==> src/rtl/dfr_axi_pkg.sv <==
// Shared types and constants for the DFR AXI-Lite command master.
// Holds the FSM encoding, AXI response codes and the DFR memory-window bases.
package dfr_axi_pkg;

  typedef enum logic [2:0] {
    IDLE,
    WR_REQ,
    WR_RESP,
    RD_REQ,
    RD_RESP,
    RSP
  } state_t;

  localparam logic [1:0] AXI_RESP_OKAY   = 2'b00;
  localparam logic [1:0] AXI_RESP_SLVERR = 2'b10;

  localparam logic [29:0] INPUT_MEM_BASE      = 30'h0040_0000;
  localparam logic [29:0] RES_OUT_MEM_BASE    = 30'h0080_0000;
  localparam logic [29:0] OUT_WEIGHT_MEM_BASE = 30'h00C0_0000;
  localparam logic [29:0] DFR_OUT_MEM_BASE    = 30'h0100_0000;

  // States in which the watchdog is allowed to run.
  function automatic logic in_axi_phase(input state_t s);
    return (s == WR_REQ) || (s == WR_RESP) || (s == RD_REQ) || (s == RD_RESP);
  endfunction

endpackage

==> src/rtl/axi_lite_cmd_master_counter.sv <==
// Saturating up-counter with synchronous clear; used as the transaction watchdog.
module axi_lite_cmd_master_counter #(
  parameter int              WIDTH = 8,
  parameter logic [WIDTH-1:0] MAX  = '1
) (
  input  logic             clk,
  input  logic             rst,
  input  logic             en,
  output logic [WIDTH-1:0] cnt
);

  always_ff @(posedge clk) begin
    if (rst)                   cnt <= '0;
    else if (en && cnt != MAX) cnt <= cnt + 1'b1;
  end

endmodule

==> src/rtl/axi_lite_cmd_master.sv <==
// Single-outstanding AXI4-Lite initiator: one command in, one AXI read or write out,
// one response back. A watchdog turns a stalled AXI phase into a SLVERR response.
module axi_lite_cmd_master
  import dfr_axi_pkg::*;
#(
  parameter int ADDR_WIDTH     = 30,
  parameter int DATA_WIDTH     = 32,
  parameter int TIMEOUT_CYCLES = 1024
) (
  input  logic                    clk,
  input  logic                    rst,
  input  logic                    cmd_valid,
  output logic                    cmd_ready,
  input  logic                    cmd_write,
  input  logic [ADDR_WIDTH-1:0]   cmd_addr,
  input  logic [DATA_WIDTH-1:0]   cmd_wdata,
  input  logic [DATA_WIDTH/8-1:0] cmd_wstrb,
  output logic                    rsp_valid,
  input  logic                    rsp_ready,
  output logic [DATA_WIDTH-1:0]   rsp_rdata,
  output logic [1:0]              rsp_resp,
  output logic                    rsp_timeout,
  output logic                    busy,
  output logic [ADDR_WIDTH-1:0]   M_AXI_AWADDR,
  output logic                    M_AXI_AWVALID,
  input  logic                    M_AXI_AWREADY,
  output logic [DATA_WIDTH-1:0]   M_AXI_WDATA,
  output logic [DATA_WIDTH/8-1:0] M_AXI_WSTRB,
  output logic                    M_AXI_WVALID,
  input  logic                    M_AXI_WREADY,
  input  logic [1:0]              M_AXI_BRESP,
  input  logic                    M_AXI_BVALID,
  output logic                    M_AXI_BREADY,
  output logic [ADDR_WIDTH-1:0]   M_AXI_ARADDR,
  output logic                    M_AXI_ARVALID,
  input  logic                    M_AXI_ARREADY,
  input  logic [DATA_WIDTH-1:0]   M_AXI_RDATA,
  input  logic [1:0]              M_AXI_RRESP,
  input  logic                    M_AXI_RVALID,
  output logic                    M_AXI_RREADY
);

  localparam int STRB_W = DATA_WIDTH / 8;
  localparam int CNT_W  = (TIMEOUT_CYCLES > 0) ? $clog2(TIMEOUT_CYCLES + 1) : 1;
  localparam logic [CNT_W-1:0] CNT_MAX = CNT_W'((TIMEOUT_CYCLES > 0) ? TIMEOUT_CYCLES : 1);

  typedef struct packed {
    logic [DATA_WIDTH-1:0] rdata;
    logic [1:0]            resp;
    logic                  timeout;
  } rsp_t;

  state_t state, state_nxt;

  logic [ADDR_WIDTH-1:0] awaddr_q, awaddr_d, araddr_q, araddr_d;
  logic [DATA_WIDTH-1:0] wdata_q, wdata_d;
  logic [STRB_W-1:0]     wstrb_q, wstrb_d;
  logic awvalid_q, awvalid_d, wvalid_q, wvalid_d, bready_q, bready_d;
  logic arvalid_q, arvalid_d, rready_q, rready_d;
  logic aw_done_q, aw_done_d, w_done_q, w_done_d;
  logic rsp_valid_q, rsp_valid_d;
  rsp_t rsp_q, rsp_d;

  logic [CNT_W-1:0] wd_cnt;
  logic             phase, expire, abort;
  logic             aw_hs, w_hs, b_hs, ar_hs, r_hs, aw_ok, w_ok;

  assign phase  = in_axi_phase(state);
  assign expire = (TIMEOUT_CYCLES != 0) && phase && (wd_cnt == CNT_MAX);

  axi_lite_cmd_master_counter #(.WIDTH(CNT_W), .MAX(CNT_MAX)) u_wdog (
    .clk (clk),
    .rst (rst || (state_nxt != state)),
    .en  (phase),
    .cnt (wd_cnt)
  );

  assign aw_hs = awvalid_q && M_AXI_AWREADY;
  assign w_hs  = wvalid_q  && M_AXI_WREADY;
  assign b_hs  = bready_q  && M_AXI_BVALID;
  assign ar_hs = arvalid_q && M_AXI_ARREADY;
  assign r_hs  = rready_q  && M_AXI_RVALID;
  assign aw_ok = aw_done_q || aw_hs;
  assign w_ok  = w_done_q  || w_hs;

  always_comb begin
    state_nxt   = state;
    awaddr_d    = awaddr_q;
    araddr_d    = araddr_q;
    wdata_d     = wdata_q;
    wstrb_d     = wstrb_q;
    awvalid_d   = awvalid_q;
    wvalid_d    = wvalid_q;
    bready_d    = bready_q;
    arvalid_d   = arvalid_q;
    rready_d    = rready_q;
    aw_done_d   = aw_done_q;
    w_done_d    = w_done_q;
    rsp_valid_d = rsp_valid_q;
    rsp_d       = rsp_q;
    abort       = 1'b0;

    case (state)
      IDLE: if (cmd_valid) begin
        rsp_d.timeout = 1'b0;
        if (cmd_write) begin
          awaddr_d  = cmd_addr;
          wdata_d   = cmd_wdata;
          wstrb_d   = cmd_wstrb;
          awvalid_d = 1'b1;
          wvalid_d  = 1'b1;
          aw_done_d = 1'b0;
          w_done_d  = 1'b0;
          state_nxt = WR_REQ;
        end else begin
          araddr_d  = cmd_addr;
          arvalid_d = 1'b1;
          state_nxt = RD_REQ;
        end
      end
      WR_REQ: begin
        // AW and W retire independently; any handshake this cycle beats the watchdog.
        if (aw_hs) begin awvalid_d = 1'b0; aw_done_d = 1'b1; end
        if (w_hs)  begin wvalid_d  = 1'b0; w_done_d  = 1'b1; end
        if (aw_ok && w_ok) begin
          bready_d  = 1'b1;
          state_nxt = WR_RESP;
        end else if (expire && !aw_hs && !w_hs) begin
          abort = 1'b1;
        end
      end
      WR_RESP: begin
        if (b_hs) begin
          rsp_d.resp  = M_AXI_BRESP;
          rsp_d.rdata = '0;
          bready_d    = 1'b0;
          rsp_valid_d = 1'b1;
          state_nxt   = RSP;
        end else if (expire) begin
          abort = 1'b1;
        end
      end
      RD_REQ: begin
        if (ar_hs) begin
          arvalid_d = 1'b0;
          rready_d  = 1'b1;
          state_nxt = RD_RESP;
        end else if (expire) begin
          abort = 1'b1;
        end
      end
      RD_RESP: begin
        if (r_hs) begin
          rsp_d.rdata = M_AXI_RDATA;
          rsp_d.resp  = M_AXI_RRESP;
          rready_d    = 1'b0;
          rsp_valid_d = 1'b1;
          state_nxt   = RSP;
        end else if (expire) begin
          abort = 1'b1;
        end
      end
      RSP: if (rsp_ready) begin
        rsp_valid_d = 1'b0;
        state_nxt   = IDLE;
      end
      default: state_nxt = IDLE;
    endcase

    // Watchdog abort drops every handshake signal mid-phase; the slave needs a reset afterwards.
    if (abort) begin
      awvalid_d   = 1'b0;
      wvalid_d    = 1'b0;
      bready_d    = 1'b0;
      arvalid_d   = 1'b0;
      rready_d    = 1'b0;
      rsp_d       = '{rdata: '0, resp: AXI_RESP_SLVERR, timeout: 1'b1};
      rsp_valid_d = 1'b1;
      state_nxt   = RSP;
    end
  end

  always_ff @(posedge clk) begin
    if (rst) begin
      state       <= IDLE;
      awaddr_q    <= '0;
      araddr_q    <= '0;
      wdata_q     <= '0;
      wstrb_q     <= '0;
      awvalid_q   <= 1'b0;
      wvalid_q    <= 1'b0;
      bready_q    <= 1'b0;
      arvalid_q   <= 1'b0;
      rready_q    <= 1'b0;
      aw_done_q   <= 1'b0;
      w_done_q    <= 1'b0;
      rsp_valid_q <= 1'b0;
      rsp_q       <= '0;
    end else begin
      state       <= state_nxt;
      awaddr_q    <= awaddr_d;
      araddr_q    <= araddr_d;
      wdata_q     <= wdata_d;
      wstrb_q     <= wstrb_d;
      awvalid_q   <= awvalid_d;
      wvalid_q    <= wvalid_d;
      bready_q    <= bready_d;
      arvalid_q   <= arvalid_d;
      rready_q    <= rready_d;
      aw_done_q   <= aw_done_d;
      w_done_q    <= w_done_d;
      rsp_valid_q <= rsp_valid_d;
      rsp_q       <= rsp_d;
    end
  end

  assign cmd_ready     = (state == IDLE);
  assign busy          = (state != IDLE);
  assign rsp_valid     = rsp_valid_q;
  assign rsp_rdata     = rsp_q.rdata;
  assign rsp_resp      = rsp_q.resp;
  assign rsp_timeout   = rsp_q.timeout;
  assign M_AXI_AWADDR  = awaddr_q;
  assign M_AXI_AWVALID = awvalid_q;
  assign M_AXI_WDATA   = wdata_q;
  assign M_AXI_WSTRB   = wstrb_q;
  assign M_AXI_WVALID  = wvalid_q;
  assign M_AXI_BREADY  = bready_q;
  assign M_AXI_ARADDR  = araddr_q;
  assign M_AXI_ARVALID = arvalid_q;
  assign M_AXI_RREADY  = rready_q;

endmodule

==> config.mk <==
export PLATFORM = sky130hd
export DESIGN_NAME = axi_lite_cmd_master
export DESIGN_NICKNAME = d
export VERILOG_FILES = /design/src/rtl/dfr_axi_pkg.sv /design/src/rtl/axi_lite_cmd_master_counter.sv /design/src/rtl/axi_lite_cmd_master.sv
export SDC_FILE = /design/constraint.sdc
export NUM_CORES = 1
export LEC_CHECK = 0
export BUFFER_PORTS_ARGS = -buffer_cell sky130_fd_sc_hd__buf_2
export CAP_MARGIN = 15
export CORE_UTILIZATION = 25
export DETAILED_ROUTE_END_ITERATION = 12
export SYNTH_ARGS = -nofsm -noshare
export SYNTH_HDL_FRONTEND = slang
export SYNTH_SLANG_ARGS = --single-unit
==> constraint.sdc <==
create_clock -name clk -period 3.59 [get_ports clk]
set_input_delay 0.359 -clock clk [delete_from_list [all_inputs] [get_ports clk]]
set_output_delay 0.359 -clock clk [all_outputs]
set_load 0.005 [all_outputs]
* After elaboration in Yosys (flattened, before gate mapping)
Cells that the tools add are included.
** Operators by class
- Add/sub/neg operators :: 1
- Bitwise operators :: 1
- Reductions and logical operators :: 41
- Multiplexer cells :: 49
- Equal/unequal tests :: 20
** Operator list (count)
- 34-bit two-way mux :: 2
- 34-bit case mux with 2 select lines :: 1
- 1-bit two-way mux :: 27
- 3-bit two-way mux :: 8
- 3-bit case mux with 6 select lines :: 1
- 3-bit AND reduction :: 6
- 4-bit AND reduction :: 4
- 2-bit inequality test (second input constant) :: 7
- 1-bit case mux with 2 select lines :: 7
- 2-bit nonzero test :: 7
- 11-bit by 1-bit adder with 11-bit output (second input constant) :: 1
- 11-bit equality test (second input constant) :: 1
- 11-bit inequality test (second input constant) :: 1
- 1-bit logical AND :: 10
- 3-bit inequality test (second input constant) :: 3
- 3-bit by 2-bit equality test with 1-bit output (second input constant) :: 2
- 3-bit equality test (second input constant) :: 2
- 1-bit logical OR :: 6
- 3-bit nonzero test :: 2
- 2-bit by 1-bit inequality test with 1-bit output (second input constant) :: 2
- 1-bit case mux with 4 select lines :: 1
- 4-bit nonzero test :: 1
- 3-bit by 1-bit equality test with 1-bit output (second input constant) :: 1
- 3-bit logical NOT :: 1
- 7 further kinds :: 8
** Word-level totals
- Output and inout port bits :: 139
- Register bits after elaboration :: 153

* Logic depth before layout (Yosys ltp)
Gate-level depths: netlist (run 1).
- Word-level depth :: 13
- Mapped depth :: 9

* Hierarchy
Synthesis (run 1) repeated with hierarchy kept, for this count alone.
** Second synthesis, totals
- Cell total of the unflattened synthesis :: 735
- Area total of the unflattened synthesis :: 5823.1 sq um
** By module, submodules not included
- axi_lite_cmd_master :: cells each 672, instances 1, area each 5262.5 sq um
- axi_lite_cmd_master_counter :: cells each 63, instances 1, area each 560.5 sq um

* Worst setup path before layout (run 1)
No wires, ideal clock.
- Path kind :: register -> register
- Start point :: reg state[1]
- End point :: reg rsp_q, in the netlist rsp_rdata[14]
- Buffers on the path :: 2
- Arrival time :: 1.746 ns
- Slack :: 1.728 ns
- Stages on the path, launching flop included :: 8
- Clock period less this slack :: 1.862 ns
- Cell sequence :: dfxtp_1 > or3b_1 > a2111o_1 > a311o_4 > nand2_2 > buf_6 > buf_6 > a21oi_1
** On the way
- Word-level cells in the longest chain between the ends :: 11
** RTL lines
- from (decl) :: line axi_lite_cmd_master.sv:53 : state_t state, state_nxt;
- from (signal assigned) :: line axi_lite_cmd_master.sv:200 : state <= state_nxt;
- 3-bit by 1-bit equality test with 1-bit output / 3-bit by 2-bit equality test with 1-bit output (equally long branches) :: line dfr_axi_pkg.sv:24, axi_lite_cmd_master.sv:103
- 1-bit logical OR (3 in series) :: line dfr_axi_pkg.sv:24 : return (s == WR_REQ) || (s == WR_RESP) || (s == RD_REQ) || (s == RD_RESP);
- 1-bit logical AND :: line axi_lite_cmd_master.sv:69 : assign expire = (TIMEOUT_CYCLES != 0) && phase && (wd_cnt == CNT_MAX);
- 1-bit logical AND (2 in series) :: line axi_lite_cmd_master.sv:128 : end else if (expire && !aw_hs && !w_hs) begin
- 1-bit two-way mux :: line axi_lite_cmd_master.sv:128
- 1-bit two-way mux :: line axi_lite_cmd_master.sv:125 : if (aw_ok && w_ok) begin
- 1-bit case mux with 4 select lines :: line axi_lite_cmd_master.sv:103 : case (state)
- 2-bit OR reduction (no source line)
- to (signal assigned) :: line axi_lite_cmd_master.sv:213 : rsp_q <= rsp_d;
- to (decl) :: line axi_lite_cmd_master.sv:62 : rsp_t rsp_q, rsp_d;
Several ways; a longest one is shown, not always the timed one.
A chain may end at the register's enable or synchronous reset.

* Worst setup path in the final report (run 1)
- Start point :: reg state[1]
- End point :: reg rsp_q, in the netlist rsp_resp[0]
The elaborated chain is that of the path after synthesis.

==> flow_summary.ini, run 1 <==
[die]
io_pins = 251
core_area_mm2 = 0.0227
start_util = 0.256
rows = 55
die_area_mm2 = 0.0239
die_y_um = 155
die_width_um = 155

[synthesis]
syn-instance-count = 734
yosys.area_share.simple = 0.246
synth_cell_type_count = 47
synth_edf_count = 0
synth_seq_cells = 153
synth.avg_cell_area_um2 = 7.92
synth_top_family_by_area = simple AND/OR/NAND/NOR gates
synth_compound_area_frac = 0.160
async_flop_share = 0
yosysSeqAreaShare = 0.527
synthFlopType = dfxtp_1
synth_xor_area_frac = 0.0151
yosys.area_share.adder = 0.00430
syn-num-nets = 848
yosys_warnings = 0
synthMuxAreaShare = 0.00344
synth_area_mm2 = 0.00581

[finish]
drive_above_1_share = 0.309
nets = 1076
area_growth_pct = 35.9

[timing]
rsz0062_at_grt = no
maxSlewHeadroom = 0.401
fmax_mhz = 384
slew_viol_final = 0
fin_crit_sh = 0.725
hold_viol_final = 0
tns_ns = 0
max_slew.worst_pin.slew_ns = 0.898
setup_ws_ns = 0.988
skew_ns = 0.00976
period_needed_ns = 2.60
setup_violations = 0

[critical_path]
cp-end-kind = flop
critPathMaxStageDelay_ns = 0.49
crit_path_start = state[1]
cp_max_fo = 23
rr_endpoint = rsp_resp[0]
crit_type = flop to flop
reg2reg_setup_slack_ns = 0.99
critPathRequiredTime_ns = 3.87
crit_path_start_kind = flop
rr_startpoint = state[1]
reg2reg_depth = 6
worst_path_max_delay_cell = dfxtp_1
worstPathBufferInverterCount = 1
crit_family = simple AND/OR/NAND/NOR gates
critical_path_arrival_ns = 2.88
crit_path_end = rsp_resp[0]
crit_chain = or3b_1 -> a2111o_1 -> a311o_4 -> nand2_2 -> buf_4 -> a211oi_1
path_depth = 6

[placement]
gp_congestion = 0.806
dp_slack_ns = 0.976
detailed_place_hpwl_um = 11800
port_buffers = 250

[routing]
routed_wl_um = 17600
drc = 0
vias_per_cell = 4.52
drtPass1Iterations = 4
first_iter_violations = 339
num_vias = 5703
wl_per_cell_um = 13.9
detail-route-antenna-nets = 0

[power_and_ir_drop]
max-vdd-ir-drop_uv = 259
p_per_area_mw_per_mm2 = 540
leakagePower_nw = 3.39

[global_route]
antenna_found_initial = 3
track_usage = 0.144
grt_pass1_vias = 5267
grt_max_degree = 82
grt_pass1_wl_um = 27200
grt_overflow = 0

[flow_run]
cap_violations = 0

[clock_network]
clock_latency_ns = 0.42
cts_buffers = 17
cts_hold_buf = 0
clkTransAtPathRegs_ns = 0.07
cts_tree = built
ctsResizeCount = 0
post_cts_buffers = 0
cts_num_sinks = 153
cts-root-buf = clkbuf_16
cts.htree.levels = 4
clock_path_buffers = 2

[hold_path]
min_path_type = primary input to flop

[status]
status = complete, no violations
per-stage QoR:
| stage | instance area, um2 | std cells | hold WS (ns) | utilization | power [mW] |
|---|---|---|---|---|---|
| 2_1_floorplan | 5810 | 734 | 0.446 | - | 2.20 |
| 6_report | 7900 | 1261 | 0.178 | 0.348 | 4.27 |
| 3_3_place_gp | 7290 | 1228 | 0.436 | 0.321 | 2.45 |
| 5_1_grt | 7900 | 1260 | 0.148 | 0.348 | 4.49 |
| 3_5_place_dp | 7290 | 1228 | 0.440 | 0.321 | 2.46 |
| 4_1_cts | 7900 | 1260 | 0.148 | 0.348 | 4.34 |
where the power goes:
group          internal (mW)  switching [mW]  leakage, nW
Combinational          0.217           0.344         1.86
Clock                   1.10           0.748        0.286
Sequential              1.80          0.0552         1.24
Total                   3.12            1.15         3.39
worst register-to-register path: stages (launching register included):
cell and delay (ns):
dfxtp_1 0.49, or3b_1 0.48, a2111o_1 0.32, a311o_4 0.38
nand2_2 0.39, buf_4 0.33, a211oi_1 0.07
placed cells by master (no fill, tap or decap), drive strengths merged, types with 2 or more instances in the layout:
master,n
and4,2
a211oi,4
inv,13
and2,3
o21ai,5
nand2,245
clkinv,4
bufinv,3
a31oi,3
clkbuf,19
nor2,25
ha,2
xor2,3
or3,2
mux2i,2
dfxtp,153
xnor2,7
nor3b,3
nand3,38
nor4b,2
nor3,9
nand4,2
buf,259
clkinvlp,3
nand4b,2
a21oi,144
cells in the mapped netlist, drive strengths merged, types with 3 or more instances:
library cell	number	area (um2)
nand2	245	922
dfxtp	153	3060
a21oi	144	724
nand3	38	190
clkbuf	33	124
nor2	25	96.4
buf	17	95.1
inv	10	37.5
nor3	9	45.0
xnor2	7	61.3
o21ai	5	25.0
a211oi	4	30.0
a31oi	3	33.8
and2	3	18.8
nor3b	3	22.5
xor2	3	26.3
flip-flops by register name (all words and copies together) (netlist names):
register and flops:
aw_done_q 1, rsp_resp 2, rsp_rdata 32, M_AXI_WSTRB 4, M_AXI_ARVALID 1, M_AXI_WDATA 32
M_AXI_WVALID 1, M_AXI_AWADDR 30, M_AXI_BREADY 1, M_AXI_ARADDR 30, rsp_valid 1, state 3
u_wdog.cnt 11, w_done_q 1, rsp_timeout 1, M_AXI_AWVALID 1, M_AXI_RREADY 1
final cells by class:
type                    count  area [um2]
diodes                      1        2.50
clock buffers              19         433
clock inverters            13         169
fillers                  2411       14800
inverters                  10        37.5
multi-input cells         521        2520
flip-flops and latches    153        3060
well taps                 285         357
repair buffers            259        1320
layer usage:
metal / up-vias / global-route usage / part of all wire
li1: 2900 / - / -
met1: 2625 / 0.174 / 0.45
met2: 153 / 0.240 / 0.48
met3: 21 / 0.0462 / 0.059
met4: 4 / 0.0500 / 0.014
met5: - / 0 / 0.0015
worst min path at each step:
stage,start,end,slack [ns],cells past startpoint
CTS,cmd_wdata[3],M_AXI_WDATA[3],0.15,3
detailed placement,rsp_rdata[21],rsp_rdata[21],0.44,2
floorplan,rsp_rdata[14],rsp_rdata[14],0.45,2
global route,cmd_wstrb[3],M_AXI_WSTRB[3],0.15,3
finish,cmd_wdata[3],M_AXI_WDATA[3],0.18,3
global placement,rsp_rdata[2],rsp_rdata[2],0.44,2
logic make-up after synthesis:
kind of cell / Yosys count
mux: 2
xor+xnor: 10
simple gates: 340
fa+ha+maj: 2
flops: 153
buf+inv: 60
compound gates: 167
Note: power is estimated with default switching activity, not from simulation.
==> inputs of run 2 (changes only) <==
--- a/config.mk
+++ b/config.mk
@@ -5,6 +5,7 @@
 export SDC_FILE = /design/constraint.sdc
 export NUM_CORES = 1
 export LEC_CHECK = 0
+export ABC_AREA = 1
 export BUFFER_PORTS_ARGS = -buffer_cell sky130_fd_sc_hd__buf_2
 export CAP_MARGIN = 15
 export CORE_UTILIZATION = 25
==> constraint.sdc (replaced) <==
create_clock -name clk -period 2.19 [get_ports clk]
set_input_delay 0.219 -clock clk [delete_from_list [all_inputs] [get_ports clk]]
set_output_delay 0.219 -clock clk [all_outputs]
set_load 0.005 [all_outputs]
==> run 2 against run 1 <==
Net effect:
- clock skew increased by 0.00061 ns
- synthesized cell count increased by 7.1%
- power up 75%
- die area grew 3.5%
- sequential share of layout area down 1.3 points
- highest routed layer is now met4
- largest cell class unchanged
- flip-flop and latch count stayed put
==> flow_summary.ini, run 2 <==
[status]
status = complete, no violations

[critical_path]
path_depth = 9
critPathRequiredTime_ns = 2.53
reg2reg_setup_slack_ns = 0.20
critPathMaxStageDelay_ns = 0.50
crit_family = simple AND/OR/NAND/NOR gates
cp-end-kind = flop
reg2reg_depth = 9
worstPathBufferInverterCount = 2
critical_path_arrival_ns = 2.34
crit_path_start = state[0]
crit_type = flop to flop
rr_startpoint = state[0]
cp_max_fo = 37
worst_path_max_delay_cell = dfxtp_1
crit_chain = inv_2 -> nand2_2 -> nor2_2 -> buf_4 -> nor3b_2 -> nand3_1 -> nand2_1 -> nand3_2 -> nor2_1
crit_path_start_kind = flop

[global_route]
grt_pass1_wl_um = 26500
track_usage = 0.138
antenna_found_initial = 0
grt_max_degree = 75
grt_pass1_vias = 5259
grt_overflow = 0

[routing]
drtPass1Iterations = 5
num_vias = 5828
drc = 0
detail-route-antenna-nets = 0
first_iter_violations = 278
vias_per_cell = 4.31
wl_per_cell_um = 12.8
routed_wl_um = 17300

[die]
die_area_mm2 = 0.0247
core_area_mm2 = 0.0235
die_y_um = 157
io_pins = 251
start_util = 0.256
rows = 56
die_width_um = 157

[power_and_ir_drop]
swShare = 0.283
internal_power_mw = 5.36
p_seq_frac = 0.419
clkPwrFrac = 0.411
leakagePower_nw = 3.68
max-vdd-ir-drop_uv = 423
power.switching_mw = 2.12
p_comb_frac = 0.170
p_per_area_mw_per_mm2 = 915

[clock_network]
cts-root-buf = clkbuf_16
clkTransAtPathRegs_ns = 0.07
post_cts_buffers = 0
cts.htree.levels = 4
cts_hold_buf = 0
ctsResizeCount = 0
clock_latency_ns = 0.41
clock_path_buffers = 2
cts_buffers = 17
cts_num_sinks = 153
cts_tree = built

[finish]
area_growth_pct = 35.7
nets = 1134
final_common_cell = buf_2
n_antenna_cell = 0
drive_above_1_share = 0.337
stdcell_area_mm2 = 0.00817
stdcell_count = 1352
layout_common_cells = buf_2 (250), nand2_1 (208), dfxtp_1 (153), a21oi_1 (97), nor2_1 (87)

[timing]
fin_crit_sh = 0.911
setup_violations = 0
slew_viol_final = 0
maxSlewHeadroom = 0.392
fmax_mhz = 501
tns_ns = 0
max_slew.worst_pin.slew_ns = 0.912
rsz0062_at_grt = no
period_needed_ns = 1.99
skew_ns = 0.0104
hold_viol_final = 0

[synthesis]
synth_edf_count = 0
synth_seq_cells = 153
yosysSeqAreaShare = 0.509
syn-instance-count = 786
synth_area_mm2 = 0.00602
synth.avg_cell_area_um2 = 7.66
yosys-top-cells-count = nand2_1 (208), dfxtp_1 (153), a21oi_1 (97)
async_flop_share = 0
syn-num-nets = 900
synth_top_area_frac = 0.509
yosys_warnings = 0
ys_top_cells_by_area = dfxtp_1 (51%), nand2_1 (13%), a21oi_1 (8.1%)
synthFlopType = dfxtp_1
yosysMostFrequentCell = nand2_1
synth_cell_type_count = 35
yosysTopAreaCell = dfxtp_1

[placement]
dpl_cell_area_mm2 = 0.00756
port_buffers = 250
placed_cells = 1320
detailed_place_hpwl_um = 12000
gp_congestion = 0.859

[hold_path]
whs_path_depth = 3
min-delay-start = cmd_wstrb[2]
min_path_type = primary input to flop

[flow_run]
cap_violations = 0
-- run 2: kinds of logic (layout without fill, tap and decap cells) --
kind of cell             Yosys count  count (layout)  share of synthesized area
AND/OR/NAND/NOR                  389             389                      0.276
flip-flops                       153             153                      0.509
AO/OA/AOI/OAI                    143             143                      0.129
buffers and inverters             89             336                     0.0673
XOR/XNOR                           9               9                     0.0131
adder cells (fa/ha/maj)            2               2                    0.00415
multiplexers                       1               1                    0.00187
-- run 2: power by group through the flow --
stage / sequential [mW] / clock (mW) / combinational, mW
2_1_floorplan: 3.21 / 0 / 0.752
3_3_place_gp: 3.18 / 0 / 1.29
3_5_place_dp: 3.19 / 0 / 1.30
4_1_cts: 3.13 / 3.18 / 1.30
5_1_grt: 3.16 / 3.29 / 1.43
6_report: 3.13 / 3.07 / 1.27
-- run 2: layer usage --
metal  global-route usage  share of wire
met1                0.160           0.43
met2                0.238           0.49
met3               0.0482          0.075
met4               0.0374         0.0072
met5                    0              0
-- run 2: worst min-delay path: cells and delay by family --
kind                   cells  cell delay [ns]
buffers and inverters      1             0.09
and+or+nand+nor            1             0.05
AOI/OAI and AO/OA          1             0.05
-- run 2: layout make-up --
cell class	count	area, um2
sequential	153	3060
clock buffer	19	443
fill	2539	15400
clock inverter	13	168
timing repair buffer	262	1380
multi-input combinational	544	2560
inverter	42	161
tap	319	399
-- run 2: worst paths after layout --
kind,end
hold reg to reg,M_AXI_WDATA[29]
setup reg to reg,u_wdog.cnt[10]
hold / removal,M_AXI_WSTRB[2]
setup / recovery,u_wdog.cnt[10]
-- run 2: through the flow --
step	power, mW	hold slack, ns	setup slack [ns]	util
finish	7.48	0.0400	0.196	0.347
global route	7.88	0.0188	0.0241	0.347
detailed placement	4.49	0.449	0.188	0.321
global placement	4.48	0.446	0.232	0.321
floorplan	3.96	0.355	0.591	-
CTS	7.62	0.0171	0.175	0.347
==> inputs of run 3 (changes only) <==
--- a/config.mk
+++ b/config.mk
@@ -10,6 +10,7 @@
 export CAP_MARGIN = 15
 export CORE_UTILIZATION = 25
 export DETAILED_ROUTE_END_ITERATION = 12
+export PLACE_DENSITY = 0.49
 export SYNTH_ARGS = -nofsm -noshare
 export SYNTH_HDL_FRONTEND = slang
 export SYNTH_SLANG_ARGS = --single-unit
==> run 3 against run 2 <==
Net effect:
- via count is 1.4% lower
- power is 1.5% lower
- flip-flop and latch count stayed put
- maximum frequency is 2.7% higher
- highest routed layer unchanged
- final area increased by 0.17%
- critical path type unchanged
==> flow_summary.ini, run 3 (synthesized netlist as in run 2, its figures left out) <==
[status]
status = complete, no violations

[placement]
dpl_cell_area_mm2 = 0.00760
port_buffers = 250
gp_congestion = 0.787
detailed_place_hpwl_um = 12300
placed_cells = 1325

[critical_path]
reg2reg_setup_slack_ns = 0.25
crit_type = flop to flop
crit_path_start_kind = flop
crit_path_end = M_AXI_WDATA[11]
reg2reg_depth = 10
critical_path_arrival_ns = 2.29
crit_path_start = state[1]
cp_max_fo = 68
rr_endpoint = M_AXI_WDATA[11]
rr_startpoint = state[1]
cp-end-kind = flop
critPathRequiredTime_ns = 2.54

[clock_network]
cts.htree.levels = 4
ctsResizeCount = 0
cts_num_sinks = 153
clkTransAtPathRegs_ns = 0.07
cts_hold_buf = 0
clock_path_buffers = 2
cts-root-buf = clkbuf_16
cts_buffers = 17
post_cts_buffers = 0
cts_tree = built
clock_latency_ns = 0.42

[global_route]
grt_pass1_wl_um = 27800
grt_max_degree = 75
track_usage = 0.145
grt_pass1_vias = 5431
antenna_found_initial = 1
grt_overflow = 0

[finish]
stdcell_count = 1358
area_growth_pct = 35.9
drive_above_1_share = 0.341
nets = 1139
layout_common_cells = buf_2 (250), nand2_1 (208), dfxtp_1 (153), a21oi_1 (97), nor2_1 (87)
stdcell_area_mm2 = 0.00818
final_common_cell = buf_2

[routing]
drc = 0
vias_per_cell = 4.23
wl_per_cell_um = 13.2
first_iter_violations = 320
detail-route-antenna-nets = 0
routed_wl_um = 17900
num_vias = 5745
drtPass1Iterations = 4

[timing]
hold_viol_final = 0
fmax_mhz = 515
period_needed_ns = 1.94
whs_ns = 0.0322
fin_crit_sh = 0.887
maxSlewHeadroom = 0.355
max_slew.worst_pin.slew_ns = 0.968
skew_ns = 0.00853
rsz0062_at_grt = no
setup_violations = 0
tns_ns = 0
slew_viol_final = 0

[die]
io_pins = 251
rows = 56
core_area_mm2 = 0.0235
die_area_mm2 = 0.0247
start_util = 0.256
die_y_um = 157
die_width_um = 157

[hold_path]
min_path_type = primary input to flop

[power_and_ir_drop]
leakagePower_nw = 3.69
max-vdd-ir-drop_uv = 472
p_per_area_mw_per_mm2 = 900

[flow_run]
cap_violations = 0
run 3: power breakdown:
group | internal [mW] | leakage (nW) | switching, mW
combinational | 0.514 | 2.16 | 0.782
sequential | 3.01 | 1.25 | 0.112
clock | 1.62 | 0.288 | 1.33
total | 5.15 | 3.69 | 2.22
run 3: worst min path at each step:
stage,from,cells after the start,end
final,cmd_wdata[31],3,M_AXI_WDATA[31]
after global routing,cmd_wdata[3],3,M_AXI_WDATA[3]
after CTS,cmd_wdata[3],3,M_AXI_WDATA[3]
after detailed placement,rsp_rdata[0],2,rsp_rdata[0]
after global placement,rsp_rdata[3],2,rsp_rdata[3]
after floorplan,cmd_wdata[10],2,M_AXI_WDATA[10]
run 3: layout make-up:
cell class                      instances  area, um2
Fill cell                            2599      15400
Antenna cell                            1       2.50
Inverter                               42        161
Tap cell                              319        399
Sequential cell                       153       3060
Clock inverter                         15        159
Timing Repair Buffer                  267       1420
Multi-Input combinational cell        544       2560
Clock buffer                           17        425
run 3: through the flow:
stage | util | power (mW) | worst slack [ns]
6_report | 0.348 | 7.36 | 0.247
5_1_grt | 0.347 | 7.79 | 0.0458
4_1_cts | 0.347 | 7.52 | 0.203
3_5_place_dp | 0.323 | 4.52 | 0.214
3_3_place_gp | 0.323 | 4.51 | 0.230
2_1_floorplan | - | 3.96 | 0.591
run 3: routing by layer:
layer | routed length, um | GRT usage | up-vias
met5 | 0 | 0 | -
met4 | 196 | 0.0384 | 0
met3 | 1610 | 0.0619 | 12
met2 | 8440 | 0.248 | 167
met1 | 7670 | 0.165 | 2577
li1 | - | - | 2989
run 3: critical path, stage by stage (launching register included):
cell     delay (ns)
dfxtp_1        0.34
inv_2          0.11
nand2_2        0.08
nor2_4         0.14
inv_4          0.05
nor2_4         0.10
a21oi_4        0.05
nand2_4        0.06
buf_4          0.60
nand2_1        0.15
a21oi_2        0.17
